<file path="src/rtl/cpu_clk_pkg.sv">
// Shared constants and state encoding for the CPU run/step/breakpoint clock controller.
package cpu_clk_pkg;

  localparam int CPU_DIV_W   = 26;
  localparam int CPU_DIV_DEF = 2;
  localparam int SCAN_DIV    = 200000;
  localparam int DEB_CYCLES  = 1000000;

  typedef enum logic [1:0] {
    S_HALT = 2'd0,
    S_RUN  = 2'd1,
    S_STEP = 2'd2,
    S_BRK  = 2'd3
  } state_t;

endpackage

</file>
<file path="src/rtl/cpu_clk_ctrl_if.sv">
// CPU divisor configuration handshake: requester holds valid/div until ready.
interface cpu_clk_ctrl_if #(
  parameter int DIV_W = 26
) ();

  logic             valid;
  logic [DIV_W-1:0] div;
  logic             ready;

  modport master (output valid, output div, input ready);
  modport slave  (input valid, input div, output ready);

endinterface

</file>
<file path="src/rtl/tick_gen.sv">
// Programmable tick source: pulses tick when the count reaches div-1, then wraps to 0.
module tick_gen #(
  parameter int WIDTH = 8
) (
  input  logic             clk,
  input  logic             rst,
  input  logic             en,
  input  logic             clr,
  input  logic [WIDTH-1:0] div,
  output logic             tick
);

  logic [WIDTH-1:0] cnt_q, cnt_d;
  logic [WIDTH-1:0] last;

  // Divisors 0 and 1 both mean a tick every enabled cycle.
  assign last = (div < WIDTH'(2)) ? '0 : div - WIDTH'(1);
  assign tick = en && (cnt_q == last);

  always_comb begin
    cnt_d = cnt_q;
    if (clr) begin
      cnt_d = '0;
    end else if (en) begin
      cnt_d = tick ? '0 : cnt_q + WIDTH'(1);
    end
  end

  always_ff @(posedge clk or posedge rst) begin
    if (rst) begin
      cnt_q <= '0;
    end else begin
      cnt_q <= cnt_d;
    end
  end

endmodule

</file>
<file path="src/rtl/cpu_clk_ctrl.sv">
// Run/step/breakpoint controller producing single-cycle CPU and display-scan clock enables.
//   state | meaning
//   HALT  | idle, no cpu_ce; divisor writable
//   RUN   | free-run, cpu_ce every eff_div cycles
//   STEP  | issue exactly one cpu_ce, then HALT
//   BRK   | stopped on breakpoint; divisor writable
module cpu_clk_ctrl #(
  parameter int CPU_DIV_W   = cpu_clk_pkg::CPU_DIV_W,
  parameter int CPU_DIV_DEF = cpu_clk_pkg::CPU_DIV_DEF,
  parameter int SCAN_DIV    = cpu_clk_pkg::SCAN_DIV,
  parameter int DEB_CYCLES  = cpu_clk_pkg::DEB_CYCLES
) (
  input  logic                 clk,
  input  logic                 rst,
  input  logic                 run_sw,
  input  logic                 step_btn,
  input  logic                 brk,
  cpu_clk_ctrl_if.slave        cfg,
  output logic                 cpu_ce,
  output logic                 scan_ce,
  output logic                 halted,
  output logic [31:0]          cycle_cnt
);

  import cpu_clk_pkg::*;

  localparam int DEB_W  = $clog2(DEB_CYCLES + 1);
  localparam int SCAN_W = $clog2(SCAN_DIV + 1);

  state_t               state_q, state_d;
  logic                 run_s1_q, run_s_q, btn_s1_q, btn_s_q;
  logic                 deb_q, deb_d, deb_dly_q;
  logic [DEB_W-1:0]     deb_cnt_q, deb_cnt_d;
  logic [CPU_DIV_W-1:0] div_q, div_d;
  logic                 cpu_ce_q, cpu_ce_d;
  logic                 scan_ce_q;
  logic [31:0]          cycle_cnt_q, cycle_cnt_d;
  logic                 step_req, cpu_tick, scan_tick;
  logic                 cpu_en, cpu_clr, halted_w;

  // Debounce: deb follows btn_s only after it has differed for DEB_CYCLES cycles in a row.
  always_comb begin
    deb_d     = deb_q;
    deb_cnt_d = '0;
    if (btn_s_q != deb_q) begin
      if (deb_cnt_q == DEB_W'(DEB_CYCLES - 1)) begin
        deb_d = btn_s_q;
      end else begin
        deb_cnt_d = deb_cnt_q + DEB_W'(1);
      end
    end
  end

  assign step_req = deb_q && !deb_dly_q;
  assign halted_w = (state_q == S_HALT) || (state_q == S_BRK);
  assign cpu_en   = (state_q == S_RUN) || (state_q == S_STEP);
  assign cpu_clr  = ((state_d == S_RUN) || (state_d == S_STEP)) && (state_d != state_q);

  always_comb begin
    state_d  = state_q;
    cpu_ce_d = 1'b0;
    unique case (state_q)
      S_HALT: begin
        if (run_s_q)       state_d = S_RUN;
        else if (step_req) state_d = S_STEP;
      end
      S_RUN: begin
        if (!run_s_q)              state_d = S_HALT;
        else if (cpu_tick && brk)  state_d = S_BRK;
        else if (cpu_tick)         cpu_ce_d = 1'b1;
      end
      S_STEP: begin
        if (cpu_tick) begin
          cpu_ce_d = 1'b1;
          state_d  = S_HALT;
        end
      end
      S_BRK: begin
        if (!run_s_q)      state_d = S_HALT;
        else if (step_req) state_d = S_STEP;
      end
      default: state_d = S_HALT;
    endcase
  end

  assign cycle_cnt_d = cycle_cnt_q + 32'(cpu_ce_d);
  assign div_d       = (cfg.valid && halted_w) ? cfg.div : div_q;

  tick_gen #(.WIDTH(CPU_DIV_W)) u_cpu_tick (
    .clk  (clk),
    .rst  (rst),
    .en   (cpu_en),
    .clr  (cpu_clr),
    .div  (div_q),
    .tick (cpu_tick)
  );

  tick_gen #(.WIDTH(SCAN_W)) u_scan_tick (
    .clk  (clk),
    .rst  (rst),
    .en   (1'b1),
    .clr  (1'b0),
    .div  (SCAN_W'(SCAN_DIV)),
    .tick (scan_tick)
  );

  always_ff @(posedge clk or posedge rst) begin
    if (rst) begin
      state_q     <= S_HALT;
      run_s1_q    <= 1'b0;
      run_s_q     <= 1'b0;
      btn_s1_q    <= 1'b0;
      btn_s_q     <= 1'b0;
      deb_q       <= 1'b0;
      deb_dly_q   <= 1'b0;
      deb_cnt_q   <= '0;
      div_q       <= CPU_DIV_W'(CPU_DIV_DEF);
      cpu_ce_q    <= 1'b0;
      scan_ce_q   <= 1'b0;
      cycle_cnt_q <= '0;
    end else begin
      state_q     <= state_d;
      run_s1_q    <= run_sw;
      run_s_q     <= run_s1_q;
      btn_s1_q    <= step_btn;
      btn_s_q     <= btn_s1_q;
      deb_q       <= deb_d;
      deb_dly_q   <= deb_q;
      deb_cnt_q   <= deb_cnt_d;
      div_q       <= div_d;
      cpu_ce_q    <= cpu_ce_d;
      scan_ce_q   <= scan_tick;
      cycle_cnt_q <= cycle_cnt_d;
    end
  end

  assign cpu_ce    = cpu_ce_q;
  assign scan_ce   = scan_ce_q;
  assign halted    = halted_w;
  assign cycle_cnt = cycle_cnt_q;
  assign cfg.ready = halted_w;

endmodule

</file>
<file path="src/flat_wrapper.sv">
// flat-port wrapper written by rule: the top's interface ports become plain ports
module cpu_clk_ctrl_flat import cpu_clk_pkg::*;
#(
  parameter int CPU_DIV_W   = cpu_clk_pkg::CPU_DIV_W,
  parameter int CPU_DIV_DEF = cpu_clk_pkg::CPU_DIV_DEF,
  parameter int SCAN_DIV    = cpu_clk_pkg::SCAN_DIV,
  parameter int DEB_CYCLES  = cpu_clk_pkg::DEB_CYCLES
)
  (clk, rst, run_sw, step_btn, brk, cpu_ce, scan_ce, halted, cycle_cnt, cfg_valid, cfg_div, cfg_ready);
  cpu_clk_ctrl_if #(.DIV_W(26)) cfg_i ();
  input  logic clk;
  input  logic rst;
  input  logic run_sw;
  input  logic step_btn;
  input  logic brk;
  output logic cpu_ce;
  output logic scan_ce;
  output logic halted;
  output logic [31:0] cycle_cnt;
  input wire logic [$bits(cfg_i.valid)-1:0] cfg_valid;
  input wire logic [$bits(cfg_i.div)-1:0] cfg_div;
  output wire logic [$bits(cfg_i.ready)-1:0] cfg_ready;
  assign cfg_i.valid = cfg_valid;
  assign cfg_i.div = cfg_div;
  assign cfg_ready = cfg_i.ready;
  cpu_clk_ctrl #(.CPU_DIV_W(CPU_DIV_W), .CPU_DIV_DEF(CPU_DIV_DEF), .SCAN_DIV(SCAN_DIV), .DEB_CYCLES(DEB_CYCLES)) u_core (.clk(clk), .rst(rst), .run_sw(run_sw), .step_btn(step_btn), .brk(brk), .cfg(cfg_i), .cpu_ce(cpu_ce), .scan_ce(scan_ce), .halted(halted), .cycle_cnt(cycle_cnt));
endmodule
</file>
<file path="config.mk">
export PLATFORM = sky130hd
export DESIGN_NAME = cpu_clk_ctrl_flat
export DESIGN_NICKNAME = d
export VERILOG_FILES = /design/src/rtl/cpu_clk_pkg.sv /design/src/rtl/cpu_clk_ctrl_if.sv /design/src/rtl/tick_gen.sv /design/src/rtl/cpu_clk_ctrl.sv /design/src/flat_wrapper.sv
export SDC_FILE = /design/constraint.sdc
export NUM_CORES = 1
export LEC_CHECK = 0
export ABC_AREA = 1
export CAP_MARGIN = 15
export CORE_MARGIN = 4
export CORE_UTILIZATION = 50
export CTS_CLUSTER_SIZE = 25
export DETAILED_ROUTE_END_ITERATION = 7
export GPL_TIMING_DRIVEN = 1
export PLACE_DENSITY = 0.71
export SYNTH_ARGS = -nofsm -noshare
export SYNTH_HDL_FRONTEND = slang
export SYNTH_SLANG_ARGS = --single-unit
</file>
<file path="constraint.sdc">
create_clock -name clk -period 7.3 [get_ports clk]
set_clock_uncertainty 0.05 [all_clocks]
set_input_delay 1.825 -clock clk [delete_from_list [all_inputs] [get_ports clk]]
set_output_delay 1.825 -clock clk [all_outputs]
set_load 0.02 [all_outputs]
</file>
Word-level counts from Yosys, hierarchy flattened --
Cells that the tools add are included.
Storage, ports and cells: flip-flop bits (word level) 132, input bits 32, output and inout bits 36, word-level logic and storage cells 60
Cells by class: add/sub/neg operators 5, order comparisons 1, equality and inequality tests 10, multiplexer cells 18, reductions and logical operators 12
Operator list (count):
- $mux W26 | 4
- $mux W20 | 2
- $add A32 B1 Y32 | 1
- $add A26 B1 Y26 const B | 1
- $eq A26 B26 Y1 | 1
- $lt A26 B2 Y1 const B | 1
- $sub A26 B1 Y26 const B | 1
- $add A20 B1 Y20 const B | 1
- $eq A20 B20 Y1 const B | 1
- $add A18 B1 Y18 const B | 1
- $eq A18 B18 Y1 const B | 1
- $mux W18 | 1
- $mux W2 | 6
- $pmux W2 S4 | 1
- $eq A2 B2 Y1 const B | 3
- $logic_and A1 B1 Y1 | 5
- $eq A2 B1 Y1 const B | 2
- $logic_or A1 B1 Y1 | 3
- $mux W1 | 3
- $logic_not A2 Y1 | 1
- $ne A2 B2 Y1 | 1
- $pmux W1 S2 | 1
- $reduce_and A2 Y1 | 1
- $reduce_bool A2 Y1 | 1
- other kinds (2) | 2

Logic depth before layout (Yosys ltp) --
Gate-level depths: netlist (run 1).
word-level depth 12, depth in mapped cells 31, gate-level depth less buffers 29

By module --
Synthesis (run 1) repeated with hierarchy kept, for this count alone.
Second synthesis, totals: cells, all modules 1400, area, all modules 9492.9 sq um
Modules (own cells, without submodules):
- cpu_clk_ctrl | instances 1, cells each 479, area each 4324.1 sq um, seq. area each 2203.4 sq um
- tick_gen (u_core.u_cpu_tick) | instances 1, cells each 562, area each 3133.0 sq um, seq. area each 650.6 sq um
- tick_gen (u_core.u_scan_tick) | instances 1, cells each 359, area each 2035.7 sq um, seq. area each 450.4 sq um

Least setup slack after synthesis (run 1) --
No wires, ideal clock.
kind flip-flop to flip-flop, start point reg u_core.div_q[1], end point reg u_core.cycle_cnt_q[29] (netlist: u_core.cycle_cnt[29]), setup time 0.129 ns, arrival time 4.164 ns, data required time 7.121 ns, setup slack 2.956 ns, stages on the path, launching flop included 30, path buffers 2, clock period less this slack 4.344 ns, cell sequence dfstp_2 inv_1 ha_1 nand2_1 xor2_1 nand2_1 nand2_1 nand2_1 nor2_1 nand2_1 nor2_1 nand2_1 nor2_2 nand3_1 buf_6 buf_2 nor2_1 ha_1 nand3_1 nor3_1 nand4_1 nor3b_1 nand4_1 nor3_2 nand4_1 nor3_1 nand2_1 nor2_2 nand2_1 xnor2_1
Between the ends: word-level cells in the longest chain between the ends 9, elaborated cells on any way between the ends 11, those cells by class 2 x add/sub; 1 x order compare; 1 x eq/ne; 5 x mux; 2 x reduce/logical
Ends and longest elaborated chain:
- start: declaration | line cpu_clk_ctrl.sv:34 | logic [CPU_DIV_W-1:0] div_q, div_d;
- start signal: assignment | line cpu_clk_ctrl.sv:117 | div_q <= CPU_DIV_W'(CPU_DIV_DEF);
- start signal: assignment | line cpu_clk_ctrl.sv:130 | div_q <= div_d;
- $sub A26 B1 Y26 / $lt A26 B2 Y1 (equally long branches) | line tick_gen.sv:17 | assign last = (div < WIDTH'(2)) ? '0 : div - WIDTH'(1);
- $mux W26 (*) | line tick_gen.sv:17
- $eq A26 B26 Y1 (*) | line tick_gen.sv:18 | assign tick = en && (cnt_q == last);
- $logic_and A1 B1 Y1 (*) | line tick_gen.sv:18
- $mux W1 / $logic_and A1 B1 Y1 (equally long branches) | line cpu_clk_ctrl.sv:70, cpu_clk_ctrl.sv:73, cpu_clk_ctrl.sv:69
- $mux W1 | line cpu_clk_ctrl.sv:69 | else if (cpu_tick && brk) state_d = S_BRK;
- $mux W1 | line cpu_clk_ctrl.sv:68 | if (!run_s_q) state_d = S_HALT;
- $pmux W1 S2 (*) | line cpu_clk_ctrl.sv:62 | unique case (state_q)
- via u_core.cpu_ce_d | line cpu_clk_ctrl.sv:35 | logic cpu_ce_q, cpu_ce_d;
- $add A32 B1 Y32 (*) | line cpu_clk_ctrl.sv:86 | assign cycle_cnt_d = cycle_cnt_q + 32'(cpu_ce_d);
- via u_core.cycle_cnt_d[29] | line cpu_clk_ctrl.sv:37 | logic [31:0] cycle_cnt_q, cycle_cnt_d;
- end signal: assignment | line cpu_clk_ctrl.sv:133 | cycle_cnt_q <= cycle_cnt_d;
- end: declaration | line cpu_clk_ctrl.sv:37
Mark *: on every way through the listed nets, which the timed path passes. The rest lies on a longest branch. A chain may end at the register's enable or synchronous reset.

Worst setup path after layout (run 1) --
start point reg u_core.div_q[2], end point reg u_core.cycle_cnt_q[30] (netlist: u_core.cycle_cnt[30])
Same word-level chain as after synthesis.

==> flow_metrics.env, run 1 <==
export IMPL_critical_path_class="register to register"
export IMPL_post_cts_buffers=0
export IMPL_viasPerCell=5.200
export IMPL_die_w_um=130.7
export IMPL_timing_worst_slew_pin_value_ns=0.9121
export IMPL_layout_common_cells="nand2_1 (200), nor2_1 (151), inv_1 (141)"
export IMPL_dr_pass1_iters=5
export IMPL_layout_min_cycle_time_ns=5.362
export IMPL_ios=68
export IMPL_grt_pass1_vias=6331
export IMPL_status="complete, no violations"
export IMPL_clock_latency_ns=0.42
export IMPL_reg2regPathDepth=28
export IMPL_cts_root_buf="clkbuf_16"
export IMPL_netlist_top_cells_area="dfrtp_1 (44%), nand2_1 (10%), nor2_1 (7.5%)"
export IMPL_synth_top_flop_cell="dfrtp_1"
export IMPL_cts_resized=0
export IMPL_drv_slew=0
export IMPL_htree_levels=4
export IMPL_antenna_left=0
export IMPL_synth_top_family_by_area="simple AND/OR/NAND/NOR gates"
export IMPL_p_per_area_nw_per_um2=289.5
export IMPL_fin_crit_sh_pct=73.45
export IMPL_synthSimpleGateAreaFrac_pct=34.92
export IMPL_hold_path_class="register to register"
export IMPL_cts_tree="built"
export IMPL_reg2reg_slack_ns=1.94
export IMPL_row_count=44
export IMPL_dp_hpwl_mm=12.18
export IMPL_arrival_ns=5.62
export IMPL_rsz0062_at_grt="false"
export IMPL_endpoint="u_core.cycle_cnt[30]"
export IMPL_synth_area_um2=7523
export IMPL_synthToLayoutAreaGrowth_pct=19.03
export IMPL_port_buffers=67
export IMPL_place_congestion=0.9686
export IMPL_crit_top_cell="nand3_1"
export IMPL_die_y_um=130.7
export IMPL_drv_cap=0
export IMPL_grt_antenna_before_repair=0
export IMPL_routedWlPerCell_um=13.35
export IMPL_dp_slack_ns=2.051
export IMPL_start_util_pct=51.38
export IMPL_power_leakage_nw=4.267
export IMPL_drtIter0Drc=464
export IMPL_synthesis_instances=999
export IMPL_nets=1111
export IMPL_hold_depth=0
export IMPL_coreArea_um2=14640
export IMPL_mostFrequentLayoutCell="nand2_1"
export IMPL_hold_viol_final=0
export IMPL_grt_max_degree=72
export IMPL_start_kind="register"
export IMPL_timing_final_ws_setup_ns=1.938
export IMPL_cts_buffers=17
export IMPL_clockBufferDepth=2
export IMPL_grt_pass1_wl_mm=28.75
export IMPL_synth_compound_area_share_pct=5.072
export IMPL_power_mw=2.592
export IMPL_max_freq_mhz=186.5
export IMPL_synth_xor_area_share_pct=5.355
export IMPL_slew_headroom_pct=39.19
export IMPL_seq_area_frac_synth_pct=43.92
export IMPL_cp_end_kind="register"
export IMPL_synthAdderAreaFrac_pct=1.663
export IMPL_hold_buffers=0
export IMPL_r2r_end="u_core.cycle_cnt[30]"
export IMPL_crit_required_ns=7.55
export IMPL_drive_gt1_share_pct=7.209
export IMPL_syn_nets=1041
export IMPL_synth_top_area_share_pct=43.57
export IMPL_synthMuxAreaShare_pct=0.2994
export IMPL_r2r_start="u_core.div_q[2]"
export IMPL_track_usage_pct=21.03
export IMPL_synth_edf_count=0
export IMPL_ys_warn_count=0
export IMPL_peakVddDrop_mv=0.1855
export IMPL_vias=6583
export IMPL_antennaDiodeCount=0
export IMPL_synth_largest_area_cell="dfrtp_1"
export IMPL_drc=0
export IMPL_slowest_delay_ns=0.68
export IMPL_hold_slack_ns=0.3030
export IMPL_finalSetupViolations=0
export IMPL_die_area_um2=17070
export IMPL_fill_cells=1301
export IMPL_overflow=0
export IMPL_synth_async_sr_flop_share_pct=100.0
export IMPL_path_clk_slew_ns=0.06
export IMPL_clock_sinks=132
export IMPL_cp_max_fo=50
export IMPL_syn_avg_cell_area_um2=7.531
export IMPL_finalSetupTns_ns=0
export IMPL_ys_types=42
export IMPL_slowest_stage="nand3_2"
export IMPL_ys_ff_latch=132
export IMPL_crit_start="u_core.div_q[2]"
export IMPL_wl_mm=16.90
[where the power goes]
group / leakage, nW / internal (mW) / total [mW] / switching, mW
combinational: 2.27 / 0.247 / 0.763 / 0.516
sequential: 1.69 / 0.823 / 0.916 / 0.0938
clock: 0.303 / 0.576 / 0.913 / 0.336
total: 4.27 / 1.65 / 2.59 / 0.946
[how the worst min path moves through the flow]
stage                    startpoint              to  slack (ns)
floorplan           u_core.btn_s1_q  u_core.btn_s_q        0.28
global placement    u_core.run_s1_q  u_core.run_s_q        0.28
detailed placement  u_core.run_s1_q  u_core.run_s_q        0.29
CTS                 u_core.btn_s1_q  u_core.btn_s_q        0.31
global route        u_core.btn_s1_q  u_core.btn_s_q        0.31
finish              u_core.run_s1_q  u_core.run_s_q        0.30
[flip-flops by register name, indices dropped and copies added, names as in the netlist, 2 cells and up]
signal                    flops
u_core.u_cpu_tick.cnt_q      26
u_core.cycle_cnt             32
u_core.state_q                2
u_core.div_q                 26
u_core.u_scan_tick.cnt_q     18
u_core.deb_cnt_q             20
[synth_stat cells, drive strengths merged (2+ instances only)]
cell type,number
nand2,202
xnor2,7
and3,3
nor3b,7
o21ai,16
nand4,39
mux2,2
nand3,108
clkbuf,7
inv,142
xor2,39
a21oi,45
nand3b,6
nor2,179
buf,12
dfrtp,131
nor3,26
or2,4
ha,10
nor4,4
a31oi,2
[cells by family (layout without fill, tap and decap cells)]
logic type | count (synthesis) | count (layout)
xor gates and xnor gates | 46 | 46
and+or+nand+nor | 579 | 579
AOI/OAI and AO/OA | 69 | 69
adders and majority gates | 10 | 10
muxes | 2 | 2
DFF | 132 | 132
buffers and inverters | 161 | 244
[critical path, delay by kind of cell (launching register included)]
family / cells / cell delay (ns)
xor gates and xnor gates: 1 / 0.13
DFF: 1 / 0.43
adders and majority gates: 2 / 0.37
buffers and inverters: 1 / 0.24
and+or+nand+nor: 24 / 4.02
[final cells by class]
type	count	area [µm²]	share of cell area (%)
Multi-Input combinational cell	706	3560	39.75
Sequential cell	132	3304	36.90
Timing Repair Buffer	70	693.2	7.741
Inverter	142	538.0	6.008
Clock buffer	18	429.2	4.793
Tap cell	184	230.2	2.571
Clock inverter	14	200.2	2.236
[through the flow]
step	utilization, %	instances	instance area, µm²
final	61.15	1266	8955
after global routing	61.15	1266	8955
after CTS	61.15	1266	8955
after detailed placement	56.85	1234	8325
after global placement	56.85	1234	8325
after floorplan	-	999	7523
[per-layer routing]
layer | vias to the layer above | track usage (%) | wire length (µm)
li1 | 3344 | - | -
met1 | 3036 | 27.63 | 7589
met2 | 175 | 34.13 | 8034
met3 | 28 | 5.935 | 946
met4 | 0 | 6.231 | 333
met5 | - | 0 | 0
Power figures use the tool's default switching activity.
==> run 2: changes to the inputs <==
- clock period: 7.3 -> 5.2 ns (I/O delays scaled with it)
==> run 2 against run 1 <==
Against the previous run: clock power grew 40%; critical endpoint is now u_core.cycle_cnt[31]; largest cell class unchanged; largest power group unchanged; via count hardly changed; total power increased by 41%; highest routed layer unchanged; wire length grew 1.0%; final area is 0.49% higher; die area did not move; first-iteration DRC count rose by 5.4%.
==> flow_metrics.env, run 2 (synthesis results as in run 1) <==
export IMPL_crit_required_ns=5.46
export IMPL_wl_mm=17.08
export IMPL_hold_path_class="register to register"
export IMPL_nets=1114
export IMPL_port_buffers=67
export IMPL_overflow=0
export IMPL_arrival_ns=4.92
export IMPL_layout_min_cycle_time_ns=4.660
export IMPL_r2r_start="u_core.div_q[0]"
export IMPL_grt_antenna_before_repair=0
export IMPL_power_leakage_nw=4.279
export IMPL_slew_headroom_pct=39.93
export IMPL_p_per_area_nw_per_um2=405.5
export IMPL_antennaDiodeCount=0
export IMPL_critPathBufInv=1
export IMPL_largest_reg_flops=32
export IMPL_finalSetupTns_ns=0
export IMPL_holdCritStartpoint="u_core.run_s1_q"
export IMPL_die_w_um=130.7
export IMPL_layout_common_cells="nand2_1 (200), nor2_1 (151), inv_1 (141)"
export IMPL_drv_cap=0
export IMPL_cts_buffers=17
export IMPL_path_clk_slew_ns=0.06
export IMPL_finalSetupViolations=0
export IMPL_timing_worst_slew_pin_value_ns=0.9010
export IMPL_cts_resized=0
export IMPL_status="complete, no violations"
export IMPL_routedWlPerCell_um=13.46
export IMPL_hold_buffers=0
export IMPL_min_to="u_core.run_s_q"
export IMPL_grt_pass1_vias=6497
export IMPL_dp_hpwl_mm=12.27
export IMPL_r2r_end="u_core.cycle_cnt[31]"
export IMPL_cp_end_kind="register"
export IMPL_cts_tree="built"
export IMPL_track_usage_pct=21.48
export IMPL_coreArea_um2=14640
export IMPL_crit_top_cell="nand2_1"
export IMPL_reg2regPathDepth=28
export IMPL_clock_latency_ns=0.43
export IMPL_drive_gt1_share_pct=7.650
export IMPL_antenna_left=0
export IMPL_hold_depth=0
export IMPL_reg2reg_slack_ns=0.54
export IMPL_place_congestion=0.9410
export IMPL_peakVddDrop_mv=0.3223
export IMPL_vias=6585
export IMPL_viasPerCell=5.189
export IMPL_drc=0
export IMPL_post_cts_buffers=0
export IMPL_mostFrequentLayoutCell="nand2_1"
export IMPL_clock_sinks=132
export IMPL_ios=68
export IMPL_htree_levels=4
export IMPL_grt_max_degree=106
export IMPL_slowest_stage="dfrtp_1"
export IMPL_max_freq_mhz=214.6
export IMPL_drtIter0Drc=489
export IMPL_fin_crit_sh_pct=89.62
export IMPL_fill_cells=1356
export IMPL_rsz0062_at_grt="false"
export IMPL_cp_max_fo=7
export IMPL_row_count=44
export IMPL_hold_viol_final=0
export IMPL_start_util_pct=51.38
export IMPL_start_kind="register"
export IMPL_grt_pass1_wl_mm=29.43
export IMPL_die_area_um2=17070
export IMPL_critical_path_class="register to register"
export IMPL_drv_slew=0
export IMPL_crit_family="simple AND/OR/NAND/NOR gates"
export IMPL_power_mw=3.649
export IMPL_synthToLayoutAreaGrowth_pct=19.61
export IMPL_die_y_um=130.7
export IMPL_clockBufferDepth=2
export IMPL_cts_root_buf="clkbuf_16"
export IMPL_slowest_delay_ns=0.36
export IMPL_dr_pass1_iters=5
-- run 2: cell types whose count changed in the layout (fill, tap and decap cells not counted), sizes merged --
cell | before | now
inv | 146 | 143
clkbuf | 18 | 20
clkinvlp | 2 | 3
buf | 3 | 6
-- run 2: layout make-up --
cell class | instances | area (µm²) | area share [%]
inverters | 142 | 538.0 | 5.979
flip-flops and latches | 132 | 3304 | 36.72
clock buffers | 20 | 446.7 | 4.964
repair buffers | 73 | 728.2 | 8.092
multi-input cells | 706 | 3572 | 39.70
well taps | 184 | 230.2 | 2.558
clock inverters | 12 | 178.9 | 1.988
-- run 2: power by group --
part	switching [mW]	internal [mW]	total, mW	leakage [nW]
Clock	0.464	0.816	1.28	0.297
Combinational	0.721	0.357	1.08	2.29
Sequential	0.136	1.15	1.29	1.69
-- run 2: per-layer routing --
metal / global-route usage, % / vias to the layer above / wire [µm]
met5: 0 / - / 0
met1: 28.30 / 3059 / 7768
li1: - / 3348 / -
met2: 35.24 / 147 / 8206
met4: 7.683 / 0 / 344
met3: 4.553 / 31 / 759
-- run 2: per-stage QoR --
| step | util, % | cells | hold slack, ns | setup WS [ns] | area, µm² |
|---|---|---|---|---|---|
| after global routing | 61.45 | 1269 | 0.3133 | 0.03158 | 8999 |
| final | 61.45 | 1269 | 0.3031 | 0.5400 | 8999 |
| after floorplan | - | 999 | 0.2812 | 0.3256 | 7523 |
| after global placement | 57.09 | 1237 | 0.2845 | 0.6151 | 8361 |
| after detailed placement | 57.09 | 1237 | 0.2896 | 0.4622 | 8361 |
| after CTS | 61.36 | 1269 | 0.3055 | 0.4136 | 8986 |
-- run 2: worst max-delay path by stage --
stage | startpoint | end | slack, ns | cells after the start
2_1_floorplan | rst | u_core.btn_s1_q | 0.33 | 1
3_3_place_gp | u_core.div_q[0] | u_core.cycle_cnt[29] | 0.62 | 27
3_5_place_dp | u_core.div_q[0] | u_core.cycle_cnt[30] | 0.46 | 28
4_1_cts | u_core.div_q[0] | u_core.cycle_cnt[30] | 0.41 | 28
5_1_grt | u_core.div_q[0] | u_core.cycle_cnt[31] | 0.03 | 28
6_report | u_core.div_q[0] | u_core.cycle_cnt[31] | 0.54 | 28
==> run 3: changes to the inputs <==
- CTS_CLUSTER_DIAMETER: unset -> 150
- RECOVER_POWER: unset -> 50
==> run 3 against run 2 <==
Against the previous run: the flow now finishes with violations (max-capacitance violations, max-slew violations); die area unchanged; total power about the same; via count grew 0.68%; critical endpoint unchanged; largest cell class unchanged; highest routed layer unchanged.
==> flow_metrics.env, run 3 (synthesis results as in run 1) <==
export IMPL_dr_pass1_iters=5
export IMPL_largest_reg_flops=32
export IMPL_die_y_um=130.7
export IMPL_finalSetupTns_ns=0
export IMPL_antennaDiodeCount=0
export IMPL_die_area_um2=17070
export IMPL_clock_latency_ns=0.43
export IMPL_drv_cap=2
export IMPL_cts_resized=0
export IMPL_place_congestion=0.9410
export IMPL_timing_worst_slew_pin_value_ns=2.139
export IMPL_row_count=44
export IMPL_rsz0062_at_grt="false"
export IMPL_start_kind="register"
export IMPL_htree_levels=4
export IMPL_start_util_pct=51.38
export IMPL_viasPerCell=5.225
export IMPL_drive_gt1_share_pct=7.465
export IMPL_dpl_cell_count=1237
export IMPL_reg2reg_slack_ns=0.54
export IMPL_stdcell_area_um2=8990
export IMPL_grt_max_degree=106
export IMPL_status="finished with violations"
export IMPL_mostFrequentLayoutCell="nand2_1"
export IMPL_layout_min_cycle_time_ns=4.661
export IMPL_nets=1114
export IMPL_drv_slew=158
export IMPL_multi_input_area_um2=3572
export IMPL_routedWlPerCell_um=13.50
export IMPL_dp_hpwl_mm=12.27
export IMPL_finalSetupViolations=0
export IMPL_cp_max_fo=7
export IMPL_peakVddDrop_mv=0.3197
export IMPL_port_buffers=67
export IMPL_cts_root_buf="clkbuf_16"
export IMPL_synthToLayoutAreaGrowth_pct=19.49
export IMPL_holdCritStartpoint="u_core.run_s1_q"
export IMPL_fin_crit_sh_pct=89.63
export IMPL_r2r_end="u_core.cycle_cnt[31]"
export IMPL_ios=68
export IMPL_grt_pass1_wl_mm=29.43
export IMPL_drc=0
export IMPL_cts_tree="built"
export IMPL_hold_viol_final=0
export IMPL_path_clk_slew_ns=0.06
export IMPL_power_mw=3.646
export IMPL_r2r_start="u_core.div_q[0]"
export IMPL_critical_path_class="register to register"
export IMPL_layout_common_cells="nand2_1 (200), nor2_1 (151), inv_1 (141)"
export IMPL_clock_sinks=132
export IMPL_arrival_ns=4.92
export IMPL_slowest_stage="dfrtp_1"
export IMPL_violations="max-capacitance violations, max-slew violations"
export IMPL_crit_top_cell="nand2_1"
export IMPL_cts_buffers=17
export IMPL_fill_cells=1356
export IMPL_wl_mm=17.13
export IMPL_vias=6630
export IMPL_placed_area_um2=8361
export IMPL_slowest_delay_ns=0.36
export IMPL_post_cts_buffers=0
export IMPL_die_w_um=130.7
export IMPL_stdcell_count=1269
export IMPL_grt_pass1_vias=6497
export IMPL_slew_headroom_pct=-42.91
export IMPL_max_freq_mhz=214.5
export IMPL_clockBufferDepth=2
export IMPL_track_usage_pct=21.48
export IMPL_reg2regPathDepth=28
export IMPL_cp_end_kind="register"
export IMPL_hold_depth=0
export IMPL_overflow=0
export IMPL_p_per_area_nw_per_um2=405.6
export IMPL_drtIter0Drc=442
export IMPL_hold_path_class="register to register"
export IMPL_seq_area_um2=3304
export IMPL_grt_antenna_before_repair=0
export IMPL_hold_slack_ns=0.3029
export IMPL_antenna_left=0
export IMPL_min_to="u_core.run_s_q"
export IMPL_hold_buffers=0
export IMPL_coreArea_um2=14640
export IMPL_power_leakage_nw=4.268
export IMPL_crit_required_ns=5.46
[run 3: cell types whose count changed in the layout (fill, tap and decap cells not counted), sizes merged]
| cell | before | now |
|---|---|---|
| buf | 6 | 4 |
| clkbuf | 20 | 22 |
| clkdlybuf4s50 | 67 | 64 |
| clkinvlp | 3 | 4 |
| dlygate4sd3 | 0 | 3 |
| inv | 143 | 142 |
[run 3: worst max path at each step]
stage                          startpoint                    to  slack (ns)  depth (start not counted)
after global routing      u_core.div_q[0]  u_core.cycle_cnt[31]        0.03                         28
after detailed placement  u_core.div_q[0]  u_core.cycle_cnt[30]        0.46                         28
final                     u_core.div_q[0]  u_core.cycle_cnt[31]        0.54                         28
after global placement    u_core.div_q[0]  u_core.cycle_cnt[29]        0.62                         27
after floorplan                       rst       u_core.btn_s1_q        0.33                          1
after CTS                 u_core.div_q[0]  u_core.cycle_cnt[30]        0.41                         28
[run 3: final cells by class]
type | instances | share of cell area [%]
clock buffer | 20 | 4.969
inverter | 142 | 5.971
clock inverter | 12 | 1.990
multi-input combinational | 706 | 39.74
tap | 184 | 2.561
timing repair buffer | 73 | 8.017
sequential | 132 | 36.76
[run 3: stage by stage]
stage,util (%),setup WS [ns]
CTS,61.36,0.4136
global route,61.39,0.03158
global placement,57.09,0.6151
floorplan,-,0.3256
detailed placement,57.09,0.4622
finish,61.39,0.5390
[run 3: metal layers]
layer / global-route usage [%] / vias to the layer above / part of all wire [%]
met2: 35.24 / 159 / 48
met4: 7.683 / 0 / 2.2
li1: - / 3346 / -
met3: 4.553 / 37 / 4.5
met5: 0 / - / 0
met1: 28.30 / 3088 / 45
[run 3: critical path: cells and delay by family, from the launching register on]
family                   cells  cell delay (ns)
adder cells (fa/ha/maj)      2             0.48
AND/OR/NAND/NOR             25             3.47
buffers and inverters        1             0.18
flip-flops                   1             0.36
[run 3: report_power, final]
part | internal [mW] | switching (mW)
logic | 0.352 | 0.721
registers | 1.16 | 0.138
clock network | 0.816 | 0.464
total | 2.32 | 1.32
==> patch, RTL diff (flow settings as in run 1) <==
Reset style: synchronous (`rst`), changed in 2 clocked blocks.
--- a/src/rtl/tick_gen.sv
+++ b/src/rtl/tick_gen.sv
@@ -26,7 +26,7 @@
     end
   end
 
-  always_ff @(posedge clk or posedge rst) begin
+  always_ff @(posedge clk) begin
     if (rst) begin
       cnt_q <= '0;
     end else begin
--- a/src/rtl/cpu_clk_ctrl.sv
+++ b/src/rtl/cpu_clk_ctrl.sv
@@ -104,7 +104,7 @@
     .tick (scan_tick)
   );
 
-  always_ff @(posedge clk or posedge rst) begin
+  always_ff @(posedge clk) begin
     if (rst) begin
       state_q     <= S_HALT;
       run_s1_q    <= 1'b0;
Check against the original RTL: differs if rst is asserted again (counterexample within 4 cycles, from zero or initial values and one cycle with rst high); with rst held inactive, the same outputs for 10 cycles.
==> patch against run 1 <==
  * Worst setup slack got worse by 28 ps
  * Largest cell class unchanged
  * Sequential cell count unchanged
  * Synthesized cell count is 11% higher
  * Maximum frequency shrank 0.52%
  * Total power down 9.4%
  * Design area fell by 2.4%
  * Critical path type unchanged
  * Wire length rose by 8.0%
  * Via count is 7.1% higher
  * Synthesized area shrank 1.7%
==> patch: results (changes against run 1) <==
layout:
  final-seq-area_sq_um: 2640  # -20%
  area_growth_pct: 18.1
  num-clock-buffers: 20  # +2
  multi_input_area_sq_um: 4010  # +13%
  drive_gt1_frac: 0.0830  # +0.0109
  fin_util: 0.601  # -0.0103
  fillers: 1399  # +7.5%
  inv_count: 155  # +9.2%
routing:
  viasPerCell: 5.16  # -0.70%
  routed-wl-met3_um: 1170  # +24%
  drt_iter0_markers: 449  # -3.2%
logic_synthesis:
  synth.area.top_cells: "dfxtp_1 36%, nand2_1 13%, inv_1 7.4%"
  syn-num-nets: 1148  # +10%
  netlist-cell-type-count: 44  # +4.8%
  async_flop_share: 0  # -1.00
setup_path:
  crit_start: "u_core.div_q[20]"
  cp_slowest_cell: "nand3_4"
  slowest_delay_ps: 430  # -250 ps
  crit_path_end: "u_core.cycle_cnt[26]"
  worstPathArrival_ps: 5710  # +90 ps
timing:
  hold_ws_ps: 354  # +51.3 ps
  slew-limit-headroom: 0.469  # +0.0766
  worst_slack_ps: 1910  # -27.9 ps
placed_design:
  gp_congestion: 0.967  # -0.19%
  place_ws_ps: 2000  # -54.0 ps
  post_dp_cell_area_sq_um: 8150  # -2.1%
pwr:
  powerDensity_nw_per_um2: 269  # -7.1%
  leakagePower_nw: 3.48  # -18%
  peakVddDrop_v: 0.000219  # +18%
global_routing:
  use_met1: 0.301  # +0.0248
  use_met2: 0.363  # +0.0220
  use_met3: 0.0730  # +0.0136
  globalRouteTotalUtil: 0.230  # +0.0201
  grt_pass1_wl_um: 31100  # +8.2%
status:
  outcome: "finished clean"
worst_hold_path:
  whs_path_depth: 2  # +2
  holdPathEnd: "u_core.run_s_q"
  hold_path.startpoint: "u_core.run_s1_q"
==> patch: changes by cell type after synthesis, moves of 19 or more <==
cell,change
dfxtp_1,+132
dfrtp_1,-131
nand2_1,+50
o21ai_0,+38
a21oi_1,+28
xor2_1,-26
nor2_4,+24
nand3_1,-19
==> patch: where the power goes <==
group          switching (mW)  leakage [nW]  total [mW]  internal, mW
registers              0.0483          1.07       0.816         0.768
clock network           0.325         0.275       0.845         0.520
logic                   0.473          2.14       0.688         0.215
total                   0.846          3.48        2.35          1.50
==> patch: logic make-up (layout without fill, tap and decap cells) <==
| kind of cell | Yosys count | count (layout) | synth area share |
|---|---|---|---|
| simple gates | 621 | 621 | 0.400 |
| buf+inv | 181 | 256 | 0.101 |
| compound gates | 147 | 147 | 0.107 |
| flops | 132 | 132 | 0.357 |
| xor+xnor | 15 | 15 | 0.0178 |
| fa+ha+maj | 10 | 10 | 0.0169 |
